[src/rtl/comparator_4b_pkg.sv]
// comparator_4b_pkg: shared width and result encoding for the 4-bit comparator
// CMP_W     : operand width
// cmp_res_e : one-hot {gt,lt,eq} result code, all-zero meaning no result
package comparator_4b_pkg;
    localparam int CMP_W = 4;
    typedef enum logic [2:0] {
        CMP_NONE = 3'b000,
        CMP_GT   = 3'b100,
        CMP_LT   = 3'b010,
        CMP_EQ   = 3'b001
    } cmp_res_e;
endpackage

[src/rtl/comparator_bit.sv]
// comparator_bit: single-bit compare slice
// a, b : operand bits
// eq   : a equals b
// gt   : a is 1 and b is 0
// lt   : a is 0 and b is 1
module comparator_bit (
    input  logic a,
    input  logic b,
    output logic eq,
    output logic gt,
    output logic lt
);
    assign eq = ~(a ^ b);
    assign gt = a & ~b;
    assign lt = ~a & b;
endmodule

[src/rtl/comparator_4b.sv]
// comparator_4b: registered 4-bit unsigned magnitude comparator
// clk, rst_n       : rising-edge clock, synchronous active-low reset
// a0..a3, b0..b3   : operand bits of A and B, LSB first
// AgtB, AltB, AeqB : registered one-hot result, all-zero while in reset
module comparator_4b
    import comparator_4b_pkg::*;
(
    input  logic clk,
    input  logic rst_n,
    input  logic a0,
    input  logic a1,
    input  logic a2,
    input  logic a3,
    input  logic b0,
    input  logic b1,
    input  logic b2,
    input  logic b3,
    output logic AgtB,
    output logic AltB,
    output logic AeqB
);
    logic [CMP_W-1:0] a, b, e, g, l;
    logic gt, lt, eq;
    cmp_res_e res_d, res_q;
    assign a = {a3, a2, a1, a0};
    assign b = {b3, b2, b1, b0};
    for (genvar i = 0; i < CMP_W; i++) begin : g_slice
        comparator_bit u_bit (.a(a[i]), .b(b[i]), .eq(e[i]), .gt(g[i]), .lt(l[i]));
    end
    // The first differing bit from the MSB down decides the result.
    assign gt = g[3] | e[3] & g[2] | e[3] & e[2] & g[1] | e[3] & e[2] & e[1] & g[0];
    assign lt = l[3] | e[3] & l[2] | e[3] & e[2] & l[1] | e[3] & e[2] & e[1] & l[0];
    assign eq = &e;
    always_comb res_d = gt ? CMP_GT : lt ? CMP_LT : eq ? CMP_EQ : CMP_NONE;
    always_ff @(posedge clk) res_q <= !rst_n ? CMP_NONE : res_d;
    assign {AgtB, AltB, AeqB} = res_q;
endmodule

[config.mk]
export PLATFORM = sky130hd
export DESIGN_NAME = comparator_4b
export DESIGN_NICKNAME = d
export VERILOG_FILES = /design/src/rtl/comparator_4b_pkg.sv /design/src/rtl/comparator_bit.sv /design/src/rtl/comparator_4b.sv
export SDC_FILE = /design/constraint.sdc
export NUM_CORES = 1
export LEC_CHECK = 0
export CAP_MARGIN = 20
export CORE_AREA = 4 4 41 43
export CTS_BUF_LIST = sky130_fd_sc_hd__clkbuf_16
export CTS_CLUSTER_SIZE = 28
export DETAILED_ROUTE_END_ITERATION = 7
export DIE_AREA = 0 0 45 47
export HOLD_SLACK_MARGIN = 0.03
export PLACE_DENSITY_LB_ADDON = 0.25
export SLEW_MARGIN = 20
export SYNTH_ARGS = -nofsm -noshare
export SYNTH_HDL_FRONTEND = slang
export SYNTH_SLANG_ARGS = --single-unit
[constraint.sdc]
create_clock -name clk -period 1.3 [get_ports clk]
set_input_delay 0.13 -clock clk [delete_from_list [all_inputs] [get_ports clk]]
set_output_delay 0.13 -clock clk [all_outputs]
set_load 0.02 [all_outputs]
# Yosys cells after proc, flatten, opt, wreduce, memory -nomap -nowiden
# Index checks and enable logic that the tools add are counted.
# op_classes
n_reduce_logical,3
n_bitwise,39
n_mux,3
# op_table
op,count
bitwise AND 1 bit,16
inverter 1 bit,13
OR 1 bit,6
AND reduction 4 bit,1
XOR 1 bit,4
two-way mux 3 bit,1
OR reduction 3 bit,1
two-way mux 2 bit,1
OR reduction 2 bit,1
two-way mux 1 bit,1
# word_totals
reg_bits,3
wordCells,48
inputBits,10

# Logic depth before layout (Yosys ltp)
# Gate-level depths: netlist of run 1.
# logic_depth
word_depth,8
ltp_mapped,5
ltp_nobuf,5

# Hierarchy
# A second synthesis of run 1 with hierarchy kept.
# unflattened
cells_unflattened,32
area_unflattened_um2,301.5
# modules_own_cells
mod,area_per_inst_um2,n_inst,seq_area_each_um2,cells_each
comparator_4b,171.4,1,60.1,16
comparator_bit,32.5,4,0.0,4

# Least setup slack after synthesis of run 1
# OpenSTA, ideal clock, no wires.
# synth_path
path_type,input-to-reg
start,input port a2
end,register res_q[1]
setup_ps,126
path_stages,5
arrival_time_ps,1035
n_path_buf,0
setup_slack_ps,138
path_cell_list,inv_1 ha_1 and3_4 a221oi_1 nor4_2
# synth_via
elab_chain_cells,7
# synth_lines
item,line_no,text
"start, declared",comparator_4b.sv:12,"input logic a2,"
inverter 1 bit / XOR 1 bit (equally long branches),"comparator_bit.sv:15, comparator_bit.sv:13",
bitwise AND 1 bit / inverter 1 bit (equally long branches),"comparator_bit.sv:15, comparator_bit.sv:13",
"bitwise AND 1 bit, on equally long branches","comparator_4b.sv:32, comparator_4b.sv:31",
OR 1 bit (tied with other cells) (2 in series),comparator_4b.sv:32,assign lt = l[3] | e[3] & l[2] | e[3] & e[2] & l[1] | e[3] & e[2] & e[1] & l[0];
"OR 1 bit, on equally long branches","comparator_4b.sv:32, comparator_4b.sv:31",
two-way mux 2 bit / OR reduction 2 bit (equally long branches),--,
"end signal, assigned",comparator_4b.sv:35,always_ff @(posedge clk) res_q <= !rst_n ? CMP_NONE : res_d;
"end, declared",comparator_4b.sv:24,"cmp_res_e res_d, res_q;"
# Parallel ways exist; a longest one is shown, timed or not.
# A chain may end at the register's enable or synchronous reset.

# Final worst setup path of run 1
# layout_path
start,register res_q[2]
end,output port AgtB
# layout_lines
item,line_no,text
"end, declared",comparator_4b.sv:18,"output logic AgtB,"
# No word-level cell between the ends.

==> results of run 1 <==
cell families after synthesis:
family	Yosys count	synth area share [%]
buffers and inverters	8	10.3
adder cells (fa/ha/maj)	8	34.3
AND/OR/NAND/NOR	8	22.3
AO/OA/AOI/OAI	5	12.4
flip-flops	3	20.6
power by group:
part	switching [mW]	internal, mW	total (mW)
combinational	0.0546	0.0738	0.128
clock	0.0772	0.396	0.473
sequential	0.000959	0.0977	0.0987
per-stage QoR:
step                      cells  instance area (sq um)  util [%]  setup slack (ns)  TNS, ns
final                        65                    574      44.1            0.0658        0
after global routing         65                    574      44.1            0.0175        0
after CTS                    65                    556      42.7            0.0216        0
after detailed placement     61                    445      34.2            -0.436    -1.04
after global placement       61                    445      34.2            -0.407    -1.00
after floorplan              32                    292         -             0.138        0
area by class of cell:
| type | instances | area, sq um | share of cell area [%] |
|---|---|---|---|
| multi-input cells | 21 | 255 | 44.4 |
| inverters | 8 | 30.0 | 5.23 |
| well taps | 15 | 18.8 | 3.27 |
| flip-flops and latches | 3 | 60.1 | 10.5 |
| clock inverters | 1 | 3.75 | 0.654 |
| repair buffers | 14 | 131 | 22.9 |
| clock buffers | 3 | 75.1 | 13.1 |
cell usage after synthesis (all sizes together), types with 2 or more instances:
cell type  instances  area share [%]
a21oi              2             3.4
dfxtp              3              21
ha                 8              34
inv                8              10
routing by layer:
metal,global-route usage [%],vias to the layer above,part of all wire [%]
li1,-,142,-
met1,7.01,127,40
met2,9.89,8,48
met3,3.45,4,6.6
met4,8.77,0,4.7
met5,0,-,0
repair_timing:
item	CTS	global route
resized for setup	11	3
pin swaps	0	2
setup endpoints to repair	2	3
path summary, 6_finish.rpt:
check | to | start
setup / recovery | AgtB | res_q[2]
hold / removal | res_q[0] | b1
==> impl_metrics.py, run 1 <==
metrics = {
    "run_status": {
        "status": "complete, no violations",
    },
    "power": {
        "irDropWorstVdd_v": 0.000473,
        "p_per_area_nw_per_um2": 1220,
        "p_total_mw": 0.700,
        "leakage_nw": 0.280,
    },
    "floorplan": {
        "dieArea_sq_um": 2120,
        "num_rows": 13,
        "die_h_um": 47,
        "start_util_pct": 22.4,
        "chipWidth_um": 45,
        "coreArea_sq_um": 1300,
        "io-pin-count": 13,
    },
    "setup_path": {
        "crit_chain": "clkdlybuf4s50_1",
        "path_delay_family": "buffers and inverters",
        "critical_path_class": "flip-flop to primary output",
        "crit_required_ns": 1.17,
        "critPathLaunchType": "flip-flop",
        "critPathMaxStageDelay_ns": 0.59,
        "cp_max_fo": 1,
        "arrival_ns": 1.10,
        "crit_buf_inv": 1,
        "cp_num_cells": 1,
        "cpMaxStageDelayCell": "clkdlybuf4s50_1",
        "end_kind": "primary output",
    },
    "clocking": {
        "clock_tree.root_cell": "clkbuf_16",
        "htreeDepth": 1,
        "cts_tree": "done",
        "clock-sinks": 3,
        "cts_buffers": 3,
        "clkTransAtPathRegs_ns": 0.03,
        "cts.hold.buffers_added": 0,
        "cts_setup_buffers": 0,
        "clockBufferDepth": 2,
    },
    "cells_and_area": {
        "fillers": 137,
        "final_cell_mix": "inv_1, ha_1, clkdlybuf4s50_1",
        "top_regs": "res_q (3)",
        "final_common_cell": "inv_1",
        "num_antenna_cells": 0,
        "largest_register_ffs": 3,
        "layout.nets": 69,
        "drive_gt1_share_pct": 32.0,
        "regMostFlops": "res_q",
        "area_growth_syn_to_layout_pct": 97.0,
    },
    "synth": {
        "ys_ff_latch": 3,
        "synth_edf_count": 0,
        "ys_warn_count": 0,
        "synth_area_per_cell_sq_um": 9.11,
        "ys_seq_area_share_pct": 20.6,
        "synth_async_sr_flop_share_pct": 0,
        "ys_types": 15,
        "synthesis.nets": 50,
        "syn_area_sq_um": 292,
        "netlist_instances": 32,
        "ys.flop_type": "dfxtp_1",
    },
    "timing": {
        "timing.fmax_mhz": 810,
        "drv_slew": 0,
        "report.final.hold_viol_count": 0,
        "setup_viol": 0,
        "maxSlewHeadroom_pct": 82.4,
        "rsz0062_at_grt": "no",
        "min_period_over_period_pct": 94.9,
        "tightest_slew_ns": 0.264,
        "whs_ns": 0.439,
        "period_minus_slack_ns": 1.23,
    },
    "grt": {
        "grt_pass1_vias": 247,
        "grt-ovfl-total": 0,
        "grt_pass1_wl_um": 986,
        "grt.total_usage_pct": 7.10,
        "grt_max_degree": 5,
        "antenna_found_initial": 0,
    },
    "hold_path": {
        "hold_class": "primary input to flip-flop",
        "hold_depth": 5,
    },
    "drt": {
        "drc_errors": 0,
        "ant_nets": 0,
        "first_pass_iters": 1,
        "viasPerCell": 4.32,
        "drt-total-wl_um": 575,
        "drt_first_iter_violations": 0,
        "num_vias": 281,
        "wire_per_inst_um": 8.85,
    },
    "run": {
        "maxCapViolCount": 0,
    },
    "placement": {
        "hpwl_um": 494,
        "io_buffers": 12,
        "gp_congestion": 0.638,
    },
}
(Power assumes the default switching activity.)
==> run 2, diff against run 1 <==
--- a/config.mk
+++ b/config.mk
@@ -8,11 +8,14 @@
 export CAP_MARGIN = 20
 export CORE_AREA = 4 4 41 43
 export CTS_BUF_LIST = sky130_fd_sc_hd__clkbuf_16
+export CTS_CLUSTER_DIAMETER = 100
 export CTS_CLUSTER_SIZE = 28
 export DETAILED_ROUTE_END_ITERATION = 7
 export DIE_AREA = 0 0 45 47
 export HOLD_SLACK_MARGIN = 0.03
+export MAX_ROUTING_LAYER = met4
 export PLACE_DENSITY_LB_ADDON = 0.25
+export SKIP_LAST_GASP = 1
 export SLEW_MARGIN = 20
 export SYNTH_ARGS = -nofsm -noshare
 export SYNTH_HDL_FRONTEND = slang
==> impl_metrics.py, run 2 (same netlist as run 1, synthesis figures left out) <==
metrics = {
    "run_status": {
        "status": "complete, no violations",
    },
    "power": {
        "p_per_area_nw_per_um2": 1220,
        "p_total_mw": 0.702,
        "irDropWorstVdd_v": 0.000475,
        "leakage_nw": 0.280,
    },
    "drt": {
        "wire_per_inst_um": 9.48,
        "drt_first_iter_violations": 0,
        "num_vias": 279,
        "viasPerCell": 4.29,
        "drt-total-wl_um": 616,
        "first_pass_iters": 1,
        "ant_nets": 0,
        "drc_errors": 0,
    },
    "cells_and_area": {
        "top_regs": "res_q (3)",
        "area_growth_syn_to_layout_pct": 97.0,
        "largest_register_ffs": 3,
        "fin_cells": 65,
        "drive_gt1_share_pct": 32.0,
        "num_antenna_cells": 0,
        "regMostFlops": "res_q",
        "stdcell_area_sq_um": 574,
        "final_common_cell": "inv_1",
        "layout.nets": 69,
        "fillers": 136,
        "final_cell_mix": "inv_1, ha_1, clkdlybuf4s50_1",
    },
    "floorplan": {
        "chipWidth_um": 45,
        "io-pin-count": 13,
        "dieArea_sq_um": 2120,
        "coreArea_sq_um": 1300,
        "die_h_um": 47,
        "start_util_pct": 22.4,
        "num_rows": 13,
    },
    "clocking": {
        "cts_buffers": 3,
        "clkTransAtPathRegs_ns": 0.03,
        "cts_setup_buffers": 0,
        "clock_tree.root_cell": "clkbuf_16",
        "cts_tree": "done",
        "clockBufferDepth": 2,
        "htreeDepth": 1,
        "clock-sinks": 3,
    },
    "setup_path": {
        "critPathLaunchType": "flip-flop",
        "arrival_ns": 1.10,
        "crit_chain": "clkdlybuf4s50_1",
        "critical_path_class": "flip-flop to primary output",
        "end_kind": "primary output",
        "cpMaxStageDelayCell": "clkdlybuf4s50_1",
        "crit_buf_inv": 1,
        "crit_required_ns": 1.17,
        "cp_max_fo": 1,
        "path_delay_family": "buffers and inverters",
        "critPathMaxStageDelay_ns": 0.59,
    },
    "timing": {
        "tightest_slew_ns": 0.278,
        "timing.fmax_mhz": 810,
        "maxSlewHeadroom_pct": 81.4,
        "drv_slew": 0,
        "report.final.hold_viol_count": 0,
        "period_minus_slack_ns": 1.23,
        "setup_viol": 0,
        "min_period_over_period_pct": 94.9,
    },
    "placement": {
        "placed_cells": 61,
        "placed_area_sq_um": 445,
        "gp_congestion": 0.643,
        "hpwl_um": 494,
        "io_buffers": 12,
    },
    "run": {
        "maxCapViolCount": 0,
    },
    "hold_path": {
        "hold_class": "primary input to flip-flop",
    },
    "grt": {
        "grt_pass1_vias": 247,
        "grt_pass1_wl_um": 972,
        "grt_max_degree": 5,
        "antenna_found_initial": 0,
        "grt.total_usage_pct": 7.25,
        "grt-ovfl-total": 0,
    },
}
==> run 2: area by class of cell <==
type | count | area [sq um] | share of cell area [%]
Sequential cell | 3 | 60.1 | 10.5
Clock inverter | 1 | 3.75 | 0.654
Timing Repair Buffer | 14 | 131 | 22.9
Multi-Input combinational cell | 21 | 255 | 44.4
Tap cell | 15 | 18.8 | 3.27
Clock buffer | 3 | 75.1 | 13.1
Inverter | 8 | 30.0 | 5.23
==> run 2: worst paths after layout <==
path	slack, ns	startpoint	cells past startpoint	to
worst max-delay path	0.07	res_q[2]	1	AgtB
worst min-delay path	0.44	b1	5	res_q[0]
==> run 2: through the flow <==
stage	hold slack (ns)	util, %	worst slack, ns	TNS [ns]
2_1_floorplan	0.258	-	0.138	0
3_3_place_gp	0.710	34.2	-0.407	-1.00
3_5_place_dp	0.707	34.2	-0.436	-1.04
4_1_cts	0.479	42.2	-0.00899	-0.00899
5_1_grt	0.510	44.1	-0.0226	-0.0226
6_report	0.440	44.1	0.0658	0
==> run 2: layer usage <==
| layer | GRT usage (%) | vias to the layer above | part of all wire [%] |
|---|---|---|---|
| li1 | - | 142 | - |
| met1 | 6.79 | 125 | 38 |
| met2 | 9.89 | 8 | 51 |
| met3 | 3.45 | 4 | 6.2 |
| met4 | 8.77 | 0 | 4.4 |
| met5 | - | - | 0 |
==> run 2: power breakdown <==
group          switching, mW  internal (mW)
combinational         0.0555         0.0739
clock                 0.0781          0.396
sequential          0.000990         0.0977
total                  0.135          0.568
==> run 2: timing repair <==
item | 4_1_cts | 5_1_grt
gates resized for setup | 10 | 4
pin swaps | 0 | 2
setup endpoints to repair | 2 | 3
hold buffers | 0 | 0
